==> src/rtl/data_bus_pkg.sv <==
// Shared definitions for the core data-bus multiplexer: mode encodings,
// legacy source indices and the select-width helper.
package data_bus_pkg;

    localparam logic MODE_DIRECTED = 1'b0;
    localparam logic MODE_RR       = 1'b1;

    localparam int unsigned SRC_W       = 0;
    localparam int unsigned SRC_ALU     = 1;
    localparam int unsigned SRC_REGFILE = 2;
    localparam int unsigned SRC_STATUS  = 3;

    // Ceiling log2, never below 1 so a select field always has at least one bit.
    function automatic int unsigned clog2(input int unsigned n);
        int unsigned r;
        r = 0;
        while ((32'd1 << r) < n) begin
            r = r + 1;
        end
        if (r == 0) begin
            r = 1;
        end
        return r;
    endfunction

endpackage

==> src/rtl/data_bus_mux_rr_pick.sv <==
// Rotating-priority picker: searches req starting one past ptr, wrapping,
// and reports the first requester as one-hot, as an index and via an any flag.
module rr_pick
    import data_bus_pkg::*;
#(
    parameter int unsigned NSRC  = 4,
    parameter int unsigned SEL_W = clog2(NSRC)
) (
    input  logic [NSRC-1:0]  req,
    input  logic [SEL_W-1:0] ptr,
    output logic [NSRC-1:0]  win_c,
    output logic [SEL_W-1:0] idx_c,
    output logic             any_c
);

    always_comb begin
        int unsigned cand;
        win_c = '0;
        idx_c = '0;
        any_c = 1'b0;
        cand  = 0;
        for (int unsigned k = 1; k <= NSRC; k++) begin
            cand = (32'(ptr) + k) % NSRC;
            if (!any_c && req[cand]) begin
                any_c       = 1'b1;
                win_c[cand] = 1'b1;
                idx_c       = SEL_W'(cand);
            end
        end
    end

endmodule

==> src/rtl/data_bus_mux_rr.sv <==
// Registered data-bus multiplexer with directed and round-robin source
// selection, a valid/ready output handshake and combinational grant strobes.
module data_bus_mux_rr
    import data_bus_pkg::*;
#(
    parameter int unsigned WIDTH = 8,
    parameter int unsigned NSRC  = 4,
    parameter int unsigned SEL_W = clog2(NSRC)
) (
    input  logic                  clk,
    input  logic                  rst,
    input  logic                  mode,
    input  logic [SEL_W-1:0]      sel,
    input  logic [NSRC*WIDTH-1:0] src_data,
    input  logic [NSRC-1:0]       src_req,
    output logic [NSRC-1:0]       src_gnt,
    output logic [WIDTH-1:0]      out_data,
    output logic [SEL_W-1:0]      out_src,
    output logic                  out_valid,
    input  logic                  out_ready
);

    logic [WIDTH-1:0] w_src [NSRC];
    logic             w_load;
    logic             w_sel_ok;
    logic [WIDTH-1:0] w_dir_data;
    logic [NSRC-1:0]  w_dir_gnt;
    logic [NSRC-1:0]  w_rr_win;
    logic [SEL_W-1:0] w_rr_idx;
    logic             w_rr_any;
    logic [WIDTH-1:0] w_rr_data;
    logic [NSRC-1:0]  w_gnt;
    logic [WIDTH-1:0] w_nxt_data;
    logic [SEL_W-1:0] w_nxt_src;
    logic             w_nxt_valid;
    logic [SEL_W-1:0] w_nxt_ptr;

    logic [WIDTH-1:0] r_out_data;
    logic [SEL_W-1:0] r_out_src;
    logic             r_out_valid;
    logic [SEL_W-1:0] r_ptr;

    always_comb begin
        for (int unsigned i = 0; i < NSRC; i++) begin
            w_src[i] = src_data[i*WIDTH +: WIDTH];
        end
    end

    // Directed decode; select codes at or above NSRC match nothing.
    always_comb begin
        w_sel_ok   = 1'b0;
        w_dir_data = '0;
        w_dir_gnt  = '0;
        for (int unsigned i = 0; i < NSRC; i++) begin
            if (SEL_W'(i) == sel) begin
                w_sel_ok     = 1'b1;
                w_dir_data   = w_src[i];
                w_dir_gnt[i] = 1'b1;
            end
        end
    end

    rr_pick #(
        .NSRC  (NSRC),
        .SEL_W (SEL_W)
    ) u_rr_pick (
        .req   (src_req),
        .ptr   (r_ptr),
        .win_c (w_rr_win),
        .idx_c (w_rr_idx),
        .any_c (w_rr_any)
    );

    always_comb begin
        w_rr_data = '0;
        for (int unsigned i = 0; i < NSRC; i++) begin
            if (w_rr_win[i]) begin
                w_rr_data = w_rr_data | w_src[i];
            end
        end
    end

    assign w_load = !r_out_valid || out_ready;

    // Next-state and grant selection; a stalled word holds everything.
    always_comb begin
        w_gnt       = '0;
        w_nxt_data  = r_out_data;
        w_nxt_src   = r_out_src;
        w_nxt_valid = r_out_valid;
        w_nxt_ptr   = r_ptr;
        if (w_load) begin
            if (mode == MODE_DIRECTED) begin
                if (w_sel_ok) begin
                    w_gnt       = w_dir_gnt;
                    w_nxt_data  = w_dir_data;
                    w_nxt_src   = sel;
                    w_nxt_valid = 1'b1;
                end else begin
                    w_nxt_data  = '0;
                    w_nxt_src   = '0;
                    w_nxt_valid = 1'b0;
                end
            end else begin
                if (w_rr_any) begin
                    w_gnt       = w_rr_win;
                    w_nxt_data  = w_rr_data;
                    w_nxt_src   = w_rr_idx;
                    w_nxt_valid = 1'b1;
                    w_nxt_ptr   = w_rr_idx;
                end else begin
                    w_nxt_valid = 1'b0;
                end
            end
        end
    end

    // ptr resets to the last index so source 0 is searched first.
    always_ff @(posedge clk or posedge rst) begin
        if (rst) begin
            r_out_data  <= '0;
            r_out_src   <= '0;
            r_out_valid <= 1'b0;
            r_ptr       <= SEL_W'(NSRC - 1);
        end else begin
            r_out_data  <= w_nxt_data;
            r_out_src   <= w_nxt_src;
            r_out_valid <= w_nxt_valid;
            r_ptr       <= w_nxt_ptr;
        end
    end

    assign src_gnt   = rst ? '0 : w_gnt;
    assign out_data  = r_out_data;
    assign out_src   = r_out_src;
    assign out_valid = r_out_valid;

endmodule

==> config.mk <==
export PLATFORM = sky130hd
export DESIGN_NAME = data_bus_mux_rr
export DESIGN_NICKNAME = d
export VERILOG_FILES = /design/src/rtl/data_bus_pkg.sv /design/src/rtl/data_bus_mux_rr_pick.sv /design/src/rtl/data_bus_mux_rr.sv
export SDC_FILE = /design/constraint.sdc
export NUM_CORES = 1
export LEC_CHECK = 0
export BUFFER_PORTS_ARGS = -buffer_cell sky130_fd_sc_hd__buf_2
export CAP_MARGIN = 20
export CORE_ASPECT_RATIO = 0.75
export CORE_MARGIN = 5
export CORE_UTILIZATION = 35
export CTS_CLUSTER_DIAMETER = 80
export CTS_CLUSTER_SIZE = 40
export DETAILED_ROUTE_END_ITERATION = 10
export GPL_ROUTABILITY_DRIVEN = 0
export PLACE_DENSITY = 0.63
export SLEW_MARGIN = 20
export SYNTH_ARGS = -nofsm -noshare
export SYNTH_HDL_FRONTEND = slang
export SYNTH_SLANG_ARGS = --single-unit
==> constraint.sdc <==
create_clock -name clk -period 6.9 [get_ports clk]
set_input_delay 0.69 -clock clk [delete_from_list [all_inputs] [get_ports clk]]
set_output_delay 0.69 -clock clk [all_outputs]
set_load 0.01 [all_outputs]
Word-level counts from Yosys, hierarchy flattened:

Index checks and enable logic that the tools add are counted.

* register bits: 13
* bits of input ports: 42
* logic and storage cells: 98

* bitwise gates (word level): 6
* eq/ne operators: 4
* $lt $le $gt $ge: 8
* reductions and logical operators: 15
* add/subtract/negate cells: 4
* mux-type cells: 57

Operator list (count)
* 2-to-1 mux 8 bit: 11
* 2-to-1 mux 4 bit: 9
* bitwise OR 8 bit: 3
* 2-to-1 mux 1 bit: 22
* 2-to-1 mux 2 bit: 7
* less-than comparator 2 x 3 -> 1 bit, second input constant: 4
* bitwise OR 4 bit: 3
* binary-select mux 1 bit (select 2 bit): 4
* demux 1 bit (select 2 bit): 4
* greater-or-equal comparator 2 x 1 -> 1 bit, second input constant: 4
* logical AND 1 bit: 7
* adder 2 x 1 -> 2 bit, second input constant: 2
* adder 2 bit, second input constant: 2
* == test 2 bit, first input constant: 2
* zero test 1 bit: 4
* AND reduction 3 bit: 1
* == test 1 x 2 -> 1 bit, first input constant: 1
* zero test 2 bit: 1
* != test 2 x 1 -> 1 bit, second input constant: 1
* AND reduction 2 bit: 1
* logical OR 1 bit: 1

Depth between registers and ports, before layout:

* depth in word-level cells: 22
* mapped depth: 12
* gate-level depth less buffers: 8

Modules after synthesis:

Synthesis repeated with hierarchy kept, for this count alone.

* cells, all modules: 179
* area, all modules: 1555.2 um^2

By module, submodules not included
* data_bus_mux_rr: cells each 111, area each 1029.7 um^2, times used 1
* rr_pick: cells each 68, area each 525.5 um^2, times used 1

Worst setup path after synthesis:

No wires, ideal clock.

* path kind: flip-flop to output port
* start: reg r_ptr[0]
* end: out src_gnt[1]
* cell stages (with the launch flop): 12
* data arrival time: 3150 ps
* slack: 3060 ps
* cells stage by stage: dfstp_2 buf_6 clkbuf_1 inv_1 ha_1 clkbuf_1 mux4_2 nor4b_1 nand2_1 o21ai_2 a22oi_1 nor2_1

* word-level cells in the longest chain between the ends: 17
* elaborated cells on any way between the ends: 53

RTL lines
* from (decl): line data_bus_mux_rr.sv:41 `logic [SEL_W-1:0] r_ptr;`
* from (signal assigned): line data_bus_mux_rr.sv:124 `r_ptr <= SEL_W'(NSRC - 1);`
* from (signal assigned): line data_bus_mux_rr.sv:129 `r_ptr <= w_nxt_ptr;`
* parallel branches: the longest is 13 deep, another holds less-than comparator 2 x 3 -> 1 bit
* 2-to-1 mux 4 bit (*): line data_bus_mux_rr.sv:105 `if (w_rr_any) begin`
* 2-to-1 mux 4 bit (*): line data_bus_mux_rr.sv:93 `if (mode == MODE_DIRECTED) begin`
* 2-to-1 mux 4 bit (*): line data_bus_mux_rr.sv:92 `if (w_load) begin`
* 2-to-1 mux 4 bit (*): line data_bus_mux_rr.sv:133 `assign src_gnt = rst ? '0 : w_gnt;`
* to (decl): line data_bus_mux_rr.sv:16 `output logic [NSRC-1:0] src_gnt,`

Mark *: on every way between the ends. The select of a mux whose other input is x is not followed.

Worst setup path in the final report:

* start: reg r_ptr[0]
* end: out src_gnt[3]

Same word-level chain as after synthesis.

==> metrics.txt <==
status=complete, no violations; design area=0.00187 sq mm; sequential area share after synthesis=21.4%; Synth cell types=42; Die Height=67.2 um; endpoints failing hold=0; Worst-Margin Slew=666 ps; Setup crit start kind=register; fmax=233 MHz; Reg2Reg Setup Slack=3300 ps; Yosys reg bits=13; ANT cells=0; Starting Density=37.0%; EDFF count, synth=0; register area=328 sq um; crit-path cells=inv_1 -> ha_1 -> mux4_2 -> nor4b_1 -> nand2_1 -> o21ai_2 -> a21oi_1 -> nor2_1 -> buf_2; Final Cycle Share=62.1%; slowest stage delay, CP=780 ps; Worst path top cell family by delay=simple AND/OR/NAND/NOR gates; RR Endpoint=out_data[4]$_DFFE_PP0P_; placed cell area=0.00182 sq mm; number of detailed-route iterations in the first pass=4; final net count=268; syn_area_per_cell=9.16 sq um; Pwr Density=398 mW/mm^2; WP buf/inv=2; # setup viols final=0; Peak VDD IR=0.138 mV; clock sink total=13; met3 routed WL=396 um; die area=0.00580 sq mm; antenna-violating nets left=0; Die Wd=86.3 um; FF-to-FF Start=r_ptr[0]$_DFFE_PP1P_; CP required=6210 ps; share of cells above drive strength 1=38.2%; drt total wl=4450 um; IO buf count=56; CP Capture Type=output pin; Slew headroom=55.0%; Crit. path cell count=9; async set or reset register ratio after synthesis=100%; fin cells=272; crit path time final=4290 ps; hold buffer count at cts=0; Clock Skews=7.90 ps; CTS tree=built; number of CTS-inserted buffers=3; crit-path max FO=21; Routed WL per cell=16.3 um; Cells after Synth=167; R2R cell count=8; Setup Fix Bufs, Post-CTS=0; Hold Path Class=reg2reg; Row Count=20; Leakage=0.000804 uW; core area=0.00413 sq mm; Worst Path Arrival=3600 ps; area of the multi-input gates=0.00112 sq mm; post_cts resized=0; # fillers=427; Synth Cell Area=0.00153 sq mm; number of global-route vias before repair=1458; post-placement cell count=268; vias per inst=5.74; max-slew violations=0; via count=1560; most frequent cells in the layout=buf_2, nand2_1, a21oi_1; type of the worst setup path=reg2out; syn nets=217; ys flop type=dfrtp_1; DP Wirelength=3440 um; clock-pin slew of the registers on the worst-case setup and hold paths=60 ps; RSZ-0062 raised after global routing=no; max layer used=met4; area growth from synthesis to layout=22.2%; met2 wire length=1920 um; hold depth=2; max-cap violation count=0; total grt overflow=0; drc violations=0; first-pass GRT wire length=7010 um; Longest Clk Path Bufs=2; Synth Warn #=0; initial antenna violation count=0; slowest CP cell=dfstp_2; largest net degree at the start of global routing=22; CTS root buffer=clkbuf_8; min-delay src=out_src[0]$_DFFE_PP0P_; H-tree Lvls=1; Worst-Skew Late Latency=240 ps; Sum Neg Setup Slack=0 ps; GRT Total Usage=15.0%; terminating pin of the worst hold path=out_src[0]$_DFFE_PP0P_; Routed met1 length=2110 um; commonest non-fill, non-tap cell in the layout=buf_2; I/O pin count=57; initial drt markers=182
==> power breakdown <==
part           internal (uW)  switching (uW)
Combinational            223             295
Sequential               116            42.9
Clock                   40.7            26.4
Total                    380             364
==> cell type report <==
cell class                 instances  area share [%]
multi-input combinational        138            60.1
sequential                        13            17.5
timing repair buffer              56            15.0
tap                               55            3.68
clock buffer                       4            2.41
inverter                           6            1.21
==> synth_stat cells, drive strengths merged (4+ instances only) <==
library cell	count	area, sq um
a21oi	13	65.1
a221oi	5	43.8
a222oi	5	50.1
a22oi	5	37.5
a31oi	4	25.0
buf	4	31.3
clkbuf	6	23.8
dfrtp	11	275
ha	8	100
inv	6	22.5
mux2i	5	50.1
mux4	12	274
nand2	16	62.6
nand2b	4	25.0
nand3	5	25.0
nor2	9	36.3
nor2b	5	31.3
o211ai	4	30.0
o21ai	15	93.8
or3	5	31.3
==> worst reg2reg max path: stages, from the launching register on <==
cell and delay [ps]:
dfstp_2 780, inv_1 220, ha_1 480, mux4_2 480, or4_4 570, o21ai_2 450, nor2_2 170, a31oi_1 200
o211ai_1 120
==> cell families (layout without fill, tap and decap cells) <==
logic type,after synthesis,after routing,share of synthesized area [%]
mux,18,18,21.9
flops,13,13,21.4
compound gates,61,61,27.7
buf+inv,16,66,5.07
fa+ha+maj,8,8,6.55
simple gates,51,51,17.3
==> per-layer routing <==
metal  GRT usage (%)  vias to the layer above
met4            2.33                        0
li1                -                      757
met5               0                        -
met3            2.32                        2
met2            22.7                       74
met1            22.7                      727
==> how the worst max path moves through the flow <==
stage / endpoint / start
after floorplan: src_gnt[1] / r_ptr[0]$_DFFE_PP1P_
after global placement: src_gnt[1] / r_ptr[0]$_DFFE_PP1P_
after detailed placement: src_gnt[1] / r_ptr[0]$_DFFE_PP1P_
after CTS: src_gnt[1] / r_ptr[0]$_DFFE_PP1P_
after global routing: src_gnt[0] / r_ptr[0]$_DFFE_PP1P_
final: src_gnt[3] / r_ptr[0]$_DFFE_PP1P_
==> metrics by stage <==
stage	hold WS [ps]	util (%)	setup WS (ps)	total power (uW)
after floorplan	510	-	3060	547
after global placement	472	44.2	3000	676
after detailed placement	477	44.2	2920	671
after CTS	489	45.2	2630	745
after global routing	513	45.2	2320	816
final	481	45.2	2610	744
==> registers in the layout (all words and copies together) (netlist names) <==
name and cells:
out_data 8, out_valid 1, r_ptr 2, out_src 2
Note: power is estimated with default switching activity, not from simulation.
